File: src/rtl/mem_wb_stage.sv
// -----------------------------------------------------------------------------
// mem_wb_stage
//
// MEM/WB pipeline register and writeback-select stage of the five-stage CPU.
// Captures the MEM-stage result on every rising edge and drives the register
// file write port (we, rw, rd). The register file commits that write on the
// following rising edge. Register 0 is never written. A free-running counter
// tracks retired instructions.
//
// Optional feature:
//   WB_SUBWORD_LOAD_EN - when defined, load data is extracted from the
//   registered memory word according to the registered load type
//   (LW/LB/LBU/LH/LHU, little-endian, byte offset from alu[1:0]).
//   When undefined, load data is the memory word unchanged and m_ltype
//   is ignored.
//
// Ports:
//   clk       rising-edge clock, shared with the register file
//   clrn      asynchronous active-low reset
//   stall     hold all WB-stage contents this edge
//   flush     load a bubble this edge (overrides stall)
//   m_valid   MEM stage holds a real instruction
//   m_wreg    instruction writes a register
//   m_m2reg   1 = write memory data, 0 = write ALU result
//   m_rn      destination register index
//   m_alu     ALU result / effective address
//   m_mo      data-memory read word
//   m_ltype   load type (used only with WB_SUBWORD_LOAD_EN)
//   wb_valid  WB stage holds a real instruction
//   we        register file write enable
//   rw        register file write index
//   rd        register file write data
//   retired   count of instructions that have left WB (wraps silently)
// -----------------------------------------------------------------------------
module mem_wb_stage (
  input  logic        clk,
  input  logic        clrn,
  input  logic        stall,
  input  logic        flush,
  input  logic        m_valid,
  input  logic        m_wreg,
  input  logic        m_m2reg,
  input  logic [4:0]  m_rn,
  input  logic [31:0] m_alu,
  input  logic [31:0] m_mo,
  input  logic [2:0]  m_ltype,
  output logic        wb_valid,
  output logic        we,
  output logic [4:0]  rw,
  output logic [31:0] rd,
  output logic [31:0] retired
);

  localparam logic [2:0] LT_LW  = 3'b000;
  localparam logic [2:0] LT_LB  = 3'b001;
  localparam logic [2:0] LT_LBU = 3'b010;
  localparam logic [2:0] LT_LH  = 3'b011;
  localparam logic [2:0] LT_LHU = 3'b100;

  logic        valid_q,   valid_d;
  logic        wreg_q,    wreg_d;
  logic        m2reg_q,   m2reg_d;
  logic [4:0]  rn_q,      rn_d;
  logic [31:0] alu_q,     alu_d;
  logic [31:0] mo_q,      mo_d;
  logic [31:0] retired_q, retired_d;
`ifdef WB_SUBWORD_LOAD_EN
  logic [2:0]  ltype_q,   ltype_d;
`else
  // Port kept for interface compatibility; nothing consumes it in this build.
  logic        unused_ltype;
  assign unused_ltype = ^m_ltype;
`endif

  logic        load_fields;
  logic        retire;
  logic [31:0] load_data;

  // Fields load on flush as well as on a normal advance; only valid is forced
  // low by a flush, so the bubble's other fields are don't-care.
  assign load_fields = flush | ~stall;

  // The instruction currently in WB leaves on any edge that is not a pure
  // stall. A flush still lets it leave, so it is counted.
  assign retire = valid_q & (~stall | flush);

  // NOTE: every signal assigned in always_comb gets a default first, so no
  // path can leave it unassigned and infer a latch.
  always_comb begin
    valid_d   = valid_q;
    wreg_d    = wreg_q;
    m2reg_d   = m2reg_q;
    rn_d      = rn_q;
    alu_d     = alu_q;
    mo_d      = mo_q;
    retired_d = retired_q;
`ifdef WB_SUBWORD_LOAD_EN
    ltype_d   = ltype_q;
`endif

    if (load_fields) begin
      valid_d = flush ? 1'b0 : m_valid;
      wreg_d  = m_wreg;
      m2reg_d = m_m2reg;
      rn_d    = m_rn;
      alu_d   = m_alu;
      mo_d    = m_mo;
`ifdef WB_SUBWORD_LOAD_EN
      ltype_d = m_ltype;
`endif
    end

    if (retire) begin
      retired_d = retired_q + 32'd1;
    end
  end

  // NOTE: sequential state uses non-blocking assignments so all flops update
  // together from pre-edge values regardless of statement order.
  always_ff @(posedge clk or negedge clrn) begin
    if (!clrn) begin
      valid_q   <= 1'b0;
      wreg_q    <= 1'b0;
      m2reg_q   <= 1'b0;
      rn_q      <= 5'd0;
      alu_q     <= 32'd0;
      mo_q      <= 32'd0;
      retired_q <= 32'd0;
`ifdef WB_SUBWORD_LOAD_EN
      ltype_q   <= 3'd0;
`endif
    end else begin
      valid_q   <= valid_d;
      wreg_q    <= wreg_d;
      m2reg_q   <= m2reg_d;
      rn_q      <= rn_d;
      alu_q     <= alu_d;
      mo_q      <= mo_d;
      retired_q <= retired_d;
`ifdef WB_SUBWORD_LOAD_EN
      ltype_q   <= ltype_d;
`endif
    end
  end

`ifdef WB_SUBWORD_LOAD_EN
  logic [7:0]  sel_byte;
  logic [15:0] sel_half;

  always_comb begin
    sel_byte = 8'd0;
    case (alu_q[1:0])
      2'd0:    sel_byte = mo_q[7:0];
      2'd1:    sel_byte = mo_q[15:8];
      2'd2:    sel_byte = mo_q[23:16];
      default: sel_byte = mo_q[31:24];
    endcase
    // Halfword loads ignore alu[0]; alignment is the MEM stage's concern.
    sel_half = alu_q[1] ? mo_q[31:16] : mo_q[15:0];

    load_data = mo_q;
    case (ltype_q)
      LT_LB:   load_data = {{24{sel_byte[7]}}, sel_byte};
      LT_LBU:  load_data = {24'd0, sel_byte};
      LT_LH:   load_data = {{16{sel_half[15]}}, sel_half};
      LT_LHU:  load_data = {16'd0, sel_half};
      LT_LW:   load_data = mo_q;
      default: load_data = mo_q;
    endcase
  end
`else
  assign load_data = mo_q;
`endif

  // Outputs come straight from the registers and are not gated by stall:
  // a stalled instruction simply repeats the same write.
  assign wb_valid = valid_q;
  assign we       = valid_q & wreg_q & (rn_q != 5'd0);
  assign rw       = rn_q;
  assign rd       = m2reg_q ? load_data : alu_q;
  assign retired  = retired_q;

endmodule

File: config.mk
export PLATFORM = sky130hd
export DESIGN_NAME = mem_wb_stage
export DESIGN_NICKNAME = d
export VERILOG_FILES = /design/src/rtl/mem_wb_stage.sv
export SDC_FILE = /design/constraint.sdc
export NUM_CORES = 1
export LEC_CHECK = 0
export CAP_MARGIN = 20
export CORE_AREA = 4 4 102 104
export DETAILED_ROUTE_END_ITERATION = 8
export DIE_AREA = 0 0 106 108
export GPL_TIMING_DRIVEN = 0
export PLACE_DENSITY_LB_ADDON = 0.15
export SLEW_MARGIN = 20
export SYNTH_ARGS = -nofsm -noshare
export SYNTH_HDL_FRONTEND = slang
export SYNTH_SLANG_ARGS = --single-unit
File: constraint.sdc
create_clock -name clk -period 2.28 [get_ports clk]
set_input_delay 0.342 -clock clk [delete_from_list [all_inputs] [get_ports clk]]
set_output_delay 0.342 -clock clk [all_outputs]
set_load 0.1 [all_outputs]
; ---- Word-level counts from Yosys, hierarchy flattened
; Cells that the tools add are included.
[classes]
n_addsub = 1
multipliers = 0
div = 0
n_lt_le_gt_ge = 0
eq_ne = 0
shifts = 0
mux = 2
bitwise = 5
reduce_logical = 1
[op_table]
columns = op, count
row1 = "32-bit by 1-bit adder with 32-bit output, second input constant", 1
row2 = 32-bit two-way mux, 1
row3 = 5-bit nonzero test, 1
row4 = 1-bit bitwise AND, 3
row5 = 1-bit two-way mux, 1
row6 = 1-bit NOT, 1
row7 = 1-bit bitwise OR, 1
[word_totals]
regBits = 104
latch_bits = 0
ram_bits = 0
romBits = 0
input_bits = 79
output_inout_bits = 71
word_cells = 16
mem_count = 0

; ---- Depth between registers and ports, before layout
[logic_depth]
word_depth = 3
mapped_depth = 6
mapped_depth_nobuf = 4

; ---- Worst setup path after synthesis
; OpenSTA, ideal clock, no wires.
[synth_path]
path_kind = register to output
from = reg valid_q (netlist: wb_valid)
to = out we
t_arrival_ps = 1971
setup_slack_ps = -33
stages_incl_launch_ff = 2
path_buffers = 0
path_cell_list = dfrtp_1 > o311a_1
[synth_via]
elab_chain_cells = 2
[synth_rtl]
columns = item, line
row1 = "start, declared", 60  ; logic valid_q, valid_d;
row2 = "start signal, assigned", 133  ; valid_q <= valid_d;
row3 = 1-bit bitwise AND (2 in a row), 178  ; assign we = valid_q & wreg_q & (rn_q != 5'd0);
row4 = "end, declared", 48  ; output logic we,
; Every way passes these cells.

; ---- Final worst setup path
[layout_path]
from = reg valid_q (netlist: wb_valid)
to = out wb_valid
[layout_lines]
columns = item, line
row1 = "end, declared", 47  ; output logic wb_valid,
; No word-level cell between the ends.

==> results_dict.tcl <==
set metrics [dict create \
    status "complete, no violations" \
    yosysTopAreaCellShare_pct 56.3 \
    via_per_inst 4.92 \
    cp_num_buf_inv 1 \
    num_rows 36 \
    slew_violations 0 \
    cts_tree "built" \
    p_clk_share_pct 23.7 \
    irDropWorstVdd_mv 0.633 \
    clockBufferDepth 2 \
    timing.max_cap.violations 0 \
    relSlewSlack_pct 34.3 \
    setup_viol 0 \
    dpl-instance-area_um2 6280 \
    port_buffers 146 \
    first_iter_violations 95 \
    numCtsBuffers 9 \
    syn_area_um2 4630 \
    drive_gt1_share_pct 16.3 \
    grt_max_degree 59 \
    worstPathArrival_ns 1.85 \
    num_vias 3768 \
    path_class "reg -> out" \
    avgSynthCellArea_um2 9.84 \
    fin_nets 708 \
    initial_utilization_pct 48.4 \
    power_density_nw_per_um2 782 \
    p_int_mw 2.96 \
    cts_sinks 104 \
    timing.fmax_ghz 0.457 \
    switching_share_pct 40.3 \
    min_path_type "in -> async" \
    slowest_stage "dlygate4sd2_1" \
    die-height_um 108 \
    place_congestion 0.800 \
    combPwrFrac_pct 33.2 \
    min_period_ns 2.19 \
    dr.pass1.iters 4 \
    cts_root_buf "clkbuf_8" \
    die_w_um 106 \
    syn_nets 550 \
    syn_to_final_growth_pct 36.9 \
    dpl.hpwl_mm 8.36 \
    drt-total-wl_mm 11.4 \
    end_kind "primary output" \
    design_area_um2 6330 \
    cp.required_ns 1.94 \
    htree_levels 3 \
    clk_latency_ns 0.37 \
    pin_count 150 \
    fin_cells 766 \
    drc 0 \
    netSwitchingPower_mw 2.00 \
    r2r-start "wb_valid$_DFFE_PN0N_" \
    fin_setup_tns_ns 0 \
    synthCells 470 \
    worstPathCellList "dlygate4sd2_1" \
    synth-warning-count 0 \
    max_slew.worst_pin.slew_ns 0.990 \
    grt_pass1_vias 3874 \
    fillCellCount 818 \
    synth_top_area_cell "dfrtp_1" \
    ys_seq_area_share_pct 56.3 \
    synthDistinctLibCells 33 \
    placed_cells 750 \
    regArea_um2 2600 \
    cp_top_family "buffers and inverters" \
    detail-route-antenna-nets 0 \
    cp_max_fo 7 \
    whs_ns 0.462 \
    r2r_setup_slack_ns 0.58 \
    rsz0062_at_grt "false" \
    clk_pin_slew_ns 0.09 \
    startpoint_type "flip-flop" \
    reg2reg_to "retired[20]$_DFFE_PN0P_" \
    diodes 0 \
    critPathLaunch "wb_valid$_DFFE_PN0N_" \
    grt_pass1_wl_mm 18.6 \
    wl_per_cell_um 14.9 \
    skew_ns 0.00271 \
    cp.depth 1 \
    core_area_um2 9550 \
    die_area_um2 11400 \
    reg2reg_depth 4 \
    grt_overflow 0 \
    endpoint "wb_valid" \
    min_period_over_period_pct 96.0 \
    synth_seq_cells 104 \
    cts_post_setup_buffers_inserted 0 \
    grt.total_usage_pct 20.5 \
    final-hold-violation-count 0 \
    synth_area_leaders "dfrtp_1 (56%), nand2_1 (18%), mux2_2 (8.0%), xnor2_1 (3.8%), xor2_1 (2.1%)" \
    slowest_delay_ns 0.92 \
    p_leak_nw 3.28 \
    multi_input_area_um2 1930 \
    seq_power_share_pct 43.1 \
    antenna_found_initial 0 \
]
[what timing repair did]
action,4_1_cts,5_1_grt
setup endpoints to repair,63,26
hold buffers,1,0
resized for setup,192,11
hold endpoints to repair,46,0
pin swaps,0,0
[worst min-delay path by stage]
stage | slack [ns] | depth (start not counted) | to | from
after floorplan | 0.05 | 0 | alu_q[0]$_DFFE_PN0N_ | clrn
after global placement | 0.44 | 2 | load_data[5]$_DFFE_PN0N_ | load_data[5]$_DFFE_PN0N_
after detailed placement | 0.30 | 1 | retired[17]$_DFFE_PN0P_ | clrn
after CTS | 0.46 | 2 | retired[17]$_DFFE_PN0P_ | clrn
after global routing | 0.47 | 2 | retired[17]$_DFFE_PN0P_ | clrn
final | 0.46 | 2 | retired[17]$_DFFE_PN0P_ | clrn
[power groups by stage]
| stage | sequential [mW] | clock, mW | combinational [mW] |
|---|---|---|---|
| after floorplan | 2.53 | 0 | 0.858 |
| after global placement | 2.16 | 0 | 1.73 |
| after detailed placement | 2.17 | 0 | 1.75 |
| after CTS | 2.14 | 1.20 | 1.66 |
| after global routing | 2.16 | 1.28 | 1.72 |
| final | 2.14 | 1.17 | 1.64 |
[through the flow]
step	setup slack, ns	power, mW	util, %
floorplan	0.0462	3.39	-
global placement	-3.01	3.89	65.5
detailed placement	-0.663	3.93	65.8
CTS	0.00540	5.00	66.1
global route	0.00651	5.16	66.3
finish	0.0907	4.95	66.3
[routing by layer]
metal,track usage [%],vias up,part of all wire (%)
li1,-,1829,-
met1,23.8,1813,40
met2,35.6,115,51
met3,8.18,11,7.6
met4,5.55,0,1.3
met5,0,-,0
[cells by family (layout without fill, tap and decap cells)]
kind of cell,after synthesis,in the layout,share of synthesized area [%]
AOI/OAI and AO/OA,1,1,0.216
xor gates and xnor gates,31,31,5.87
adders and majority gates,1,1,0.270
buffers and inverters,24,187,2.11
DFF,104,104,56.3
muxes,34,34,8.25
and+or+nand+nor,275,275,27.0
[layout make-up]
class / instances / area share, %
clock buffer: 13 / 2.51
clock inverter: 3 / 0.632
buffer: 21 / 1.52
sequential: 104 / 41.1
tap: 133 / 2.63
inverter: 2 / 0.119
timing repair buffer: 148 / 21.1
multi-input combinational: 342 / 30.4
[cell usage after synthesis]
library cell and count:
nand4_4 2, nor3_4 1, and4_2 1, nand2_1 221, buf_2 3, nor4_2 3, nand3_1 11, o311a_1 1
dfrtp_1 104, nand4_2 1, clkbuf_1 17, buf_1 1, xor2_1 11, nand4_1 10, nor2b_1 1, and3_1 3
buf_4 1, and4_1 3, and2_1 3, xnor2_1 20, and3_2 2, or2b_2 1, ha_1 1, nor4_1 6
nor2_1 1, inv_1 2, nor3b_4 1, mux2_2 33, nor3_1 1, or3_1 1, mux2i_1 1, and2_2 1
and4_4 1
[sequential cells by signal, summed over array words and instances, names as in the netlist]
| signal | cells |
|---|---|
| alu_q | 32 |
| load_data | 32 |
| m2reg_q | 1 |
| retired | 32 |
| rw | 5 |
| wb_valid | 1 |
| wreg_q | 1 |
[cells in the final DEF (no fill, tap or decap), types with 3 or more instances in the layout]
cell,instances
dlygate4sd2_1,30
clkbuf_8,11
buf_2,32
and3_1,3
clkbuf_4,3
xnor2_1,20
nor4_2,3
nand3_1,11
dlymetal6s2s_1,8
clkdlybuf4s15_2,3
nor4_1,6
clkdlybuf4s50_1,74
mux2_2,33
and2_1,3
nand4_1,10
xor2_1,11
clkbuf_1,16
dfrtp_1,104
and4_1,3
nand2_1,221
No activity file was read; power rests on OpenSTA's default activity.
==> patch, RTL diff (same flow settings) <==
Register the output `retired` once more, without a reset; this adds one clock of latency there. The other outputs are not delayed to match.
--- a/src/rtl/mem_wb_stage.sv
+++ b/src/rtl/mem_wb_stage.sv
@@ -178,7 +178,9 @@
   assign we       = valid_q & wreg_q & (rn_q != 5'd0);
   assign rw       = rn_q;
   assign rd       = m2reg_q ? load_data : alu_q;
-  assign retired  = retired_q;
+  always_ff @(posedge clk) begin
+    retired <= retired_q;
+  end
 
 endmodule
 
Check against the original RTL: not equivalent (a bounded check fails within 4 cycles, from zero or initial values).
==> patch against the original RTL <==
- synthesized area is 15% higher
- maximum frequency shrank 1.2%
- non-clock buffer count increased by 2
- sequential cell count grew 32
- power up 47%
- via count up 9.3%
- utilization is 12 points higher
- design area grew 18%
- setup slack got worse by 0.027 ns
- routed wire length grew 8.5%
- global-route usage grew 2.4 points
- synthesized cell count rose by 10%
- critical path type unchanged
- largest power group is now the clock network
==> patch: results (changes against the original RTL) <==
Hold path
  – Hold Crit Class: in2async

Critical path
  – Worst stage delay on the critical path: 0.40 ns (-0.52 ns)
  – Worst EP arrival: 1.87 ns (+0.02 ns)
  – Crit-path max FO: 3 (-4)
  – Top delay family on crit path: flip-flops
  – CP max-delay cell: dfrtp_1

Route
  – DR iter-0 viols: 194 (+100%)
  – Vias post-DR: 4119 (+9.3%)
  – WL/cell: 15.0 um (+0.25%)

Global routing
  – First-pass GRT wire length: 20.3 mm (+9.4%)
  – Vias in the first global route: 4366 (+13%)
  – Met3 Resource Use GR: 8.12% (-0.060 points)
  – M2 GR Usage: 38.6% (+3.0 points)
  – Largest net degree at the start of global routing: 63 (+6.8%)

Finish
  – Nets@finish: 763 (+7.8%)
  – Layout cells sized above 1: 17.7% (+1.4 points)
  – Signal inverters: 3 (+1)
  – # fillers: 690 (-16%)
  – Clkbuf count: 25 (+12)
  – Number of signal-net buffers in the layout: 171 (+1.2%)
  – Seq area share: 43.5% (+2.4 points)
  – Multi-input logic area: 0.00198 mm2 (+2.6%)
  – NonClk Buf Share: 19.2% (-3.5 points)
  – ClkCell Share: 8.50% (+5.4 points)
  – Multi-In Gates: 354 (+3.5%)

Clock network
  – H-Tree Depth: 4 (+1)
  – Clock slew at the register clock pins of the worst setup and hold paths: 0.06 ns (-0.03 ns)
  – CTS Buf Count: 17 (+8)
  – Root Driver: clkbuf_8

Yosys
  – Asr flop ratio synth: 76.5% (-24 points)
  – Synth cell types: 31 (-6.1%)
  – Sequential fraction of the synthesis area: 60.8% (+4.6 points)
  – #FFs+latches synth: 136 (+31%)
  – Leading post-synthesis cells by instance count: nand2_1, dfrtp_1, mux2_2
  – Syn Nets: 597 (+8.5%)
  – Ranking of synthesized cells by area: dfrtp_1, nand2_1, dfxtp_1

Power and ir drop
  – Static Leak: 0.00368 uW (+12%)
  – Peak supply drop: 0.590 mV (-6.8%)

Timing
  – Slew margin rel.: 34.9% (+0.63 points)
  – Setup Skew: 0.00454 ns (+0.00184 ns)

Run status
  – Status: complete, no violations

Place
  – GP Congestion: 0.847 (+5.9%)
-- patch: logic make-up after synthesis --
| logic type | share of synthesized area [%] |
|---|---|
| flops | 60.8 |
| buf+inv | 2.09 |
| xor+xnor | 5.09 |
| simple gates | 24.4 |
| compound gates | 0.188 |
| mux | 7.16 |
| fa+ha+maj | 0.235 |
-- patch: where the power goes --
part           internal [uW]  leakage, uW  total [uW]  switching [uW]
clock network           1800     0.000303        2810            1010
registers               2620      0.00152        2760             142
logic                    406      0.00185        1720            1320
total                   4830      0.00368        7300            2470
-- patch: stage by stage --
step | area [um2] | util, % | hold slack (ns) | instances
floorplan | 5330 | - | 0.0464 | 517
global placement | 6960 | 72.9 | 0.391 | 796
detailed placement | 6990 | 73.2 | 0.289 | 797
CTS | 7460 | 78.1 | 0.306 | 829
global route | 7460 | 78.2 | 0.323 | 829
finish | 7460 | 78.2 | 0.316 | 829
-- patch: timing repair --
item                                   in CTS  in global routing
endpoints found under the hold margin      42                  0
hold buffers                                1                  0
setup endpoints to repair                  71                  2
resized for setup                         208                  3
-- patch: per-layer routing --
layer | vias up | part of all wire (%)
met5 | - | 0
met4 | 0 | 2.3
met1 | 1980 | 40
met2 | 127 | 51
li1 | 1994 | -
met3 | 18 | 6.4
-- patch: path summary, 6_finish.rpt --
path | slack (ns) | cells past startpoint | start | endpoint
max | 0.06 | 3 | rw[1] | we
min | 0.32 | 2 | clrn | retired_q[5]
min reg2reg | 0.40 | 0 | retired_q[18] | retired[18]
max in group asynchronous | 1.30 | 3 | clrn | m2reg_q
min in group clk | 0.35 | 3 | m_mo[17] | load_data[17]
max reg2reg | 0.48 | 5 | retired_q[0] | retired_q[23]
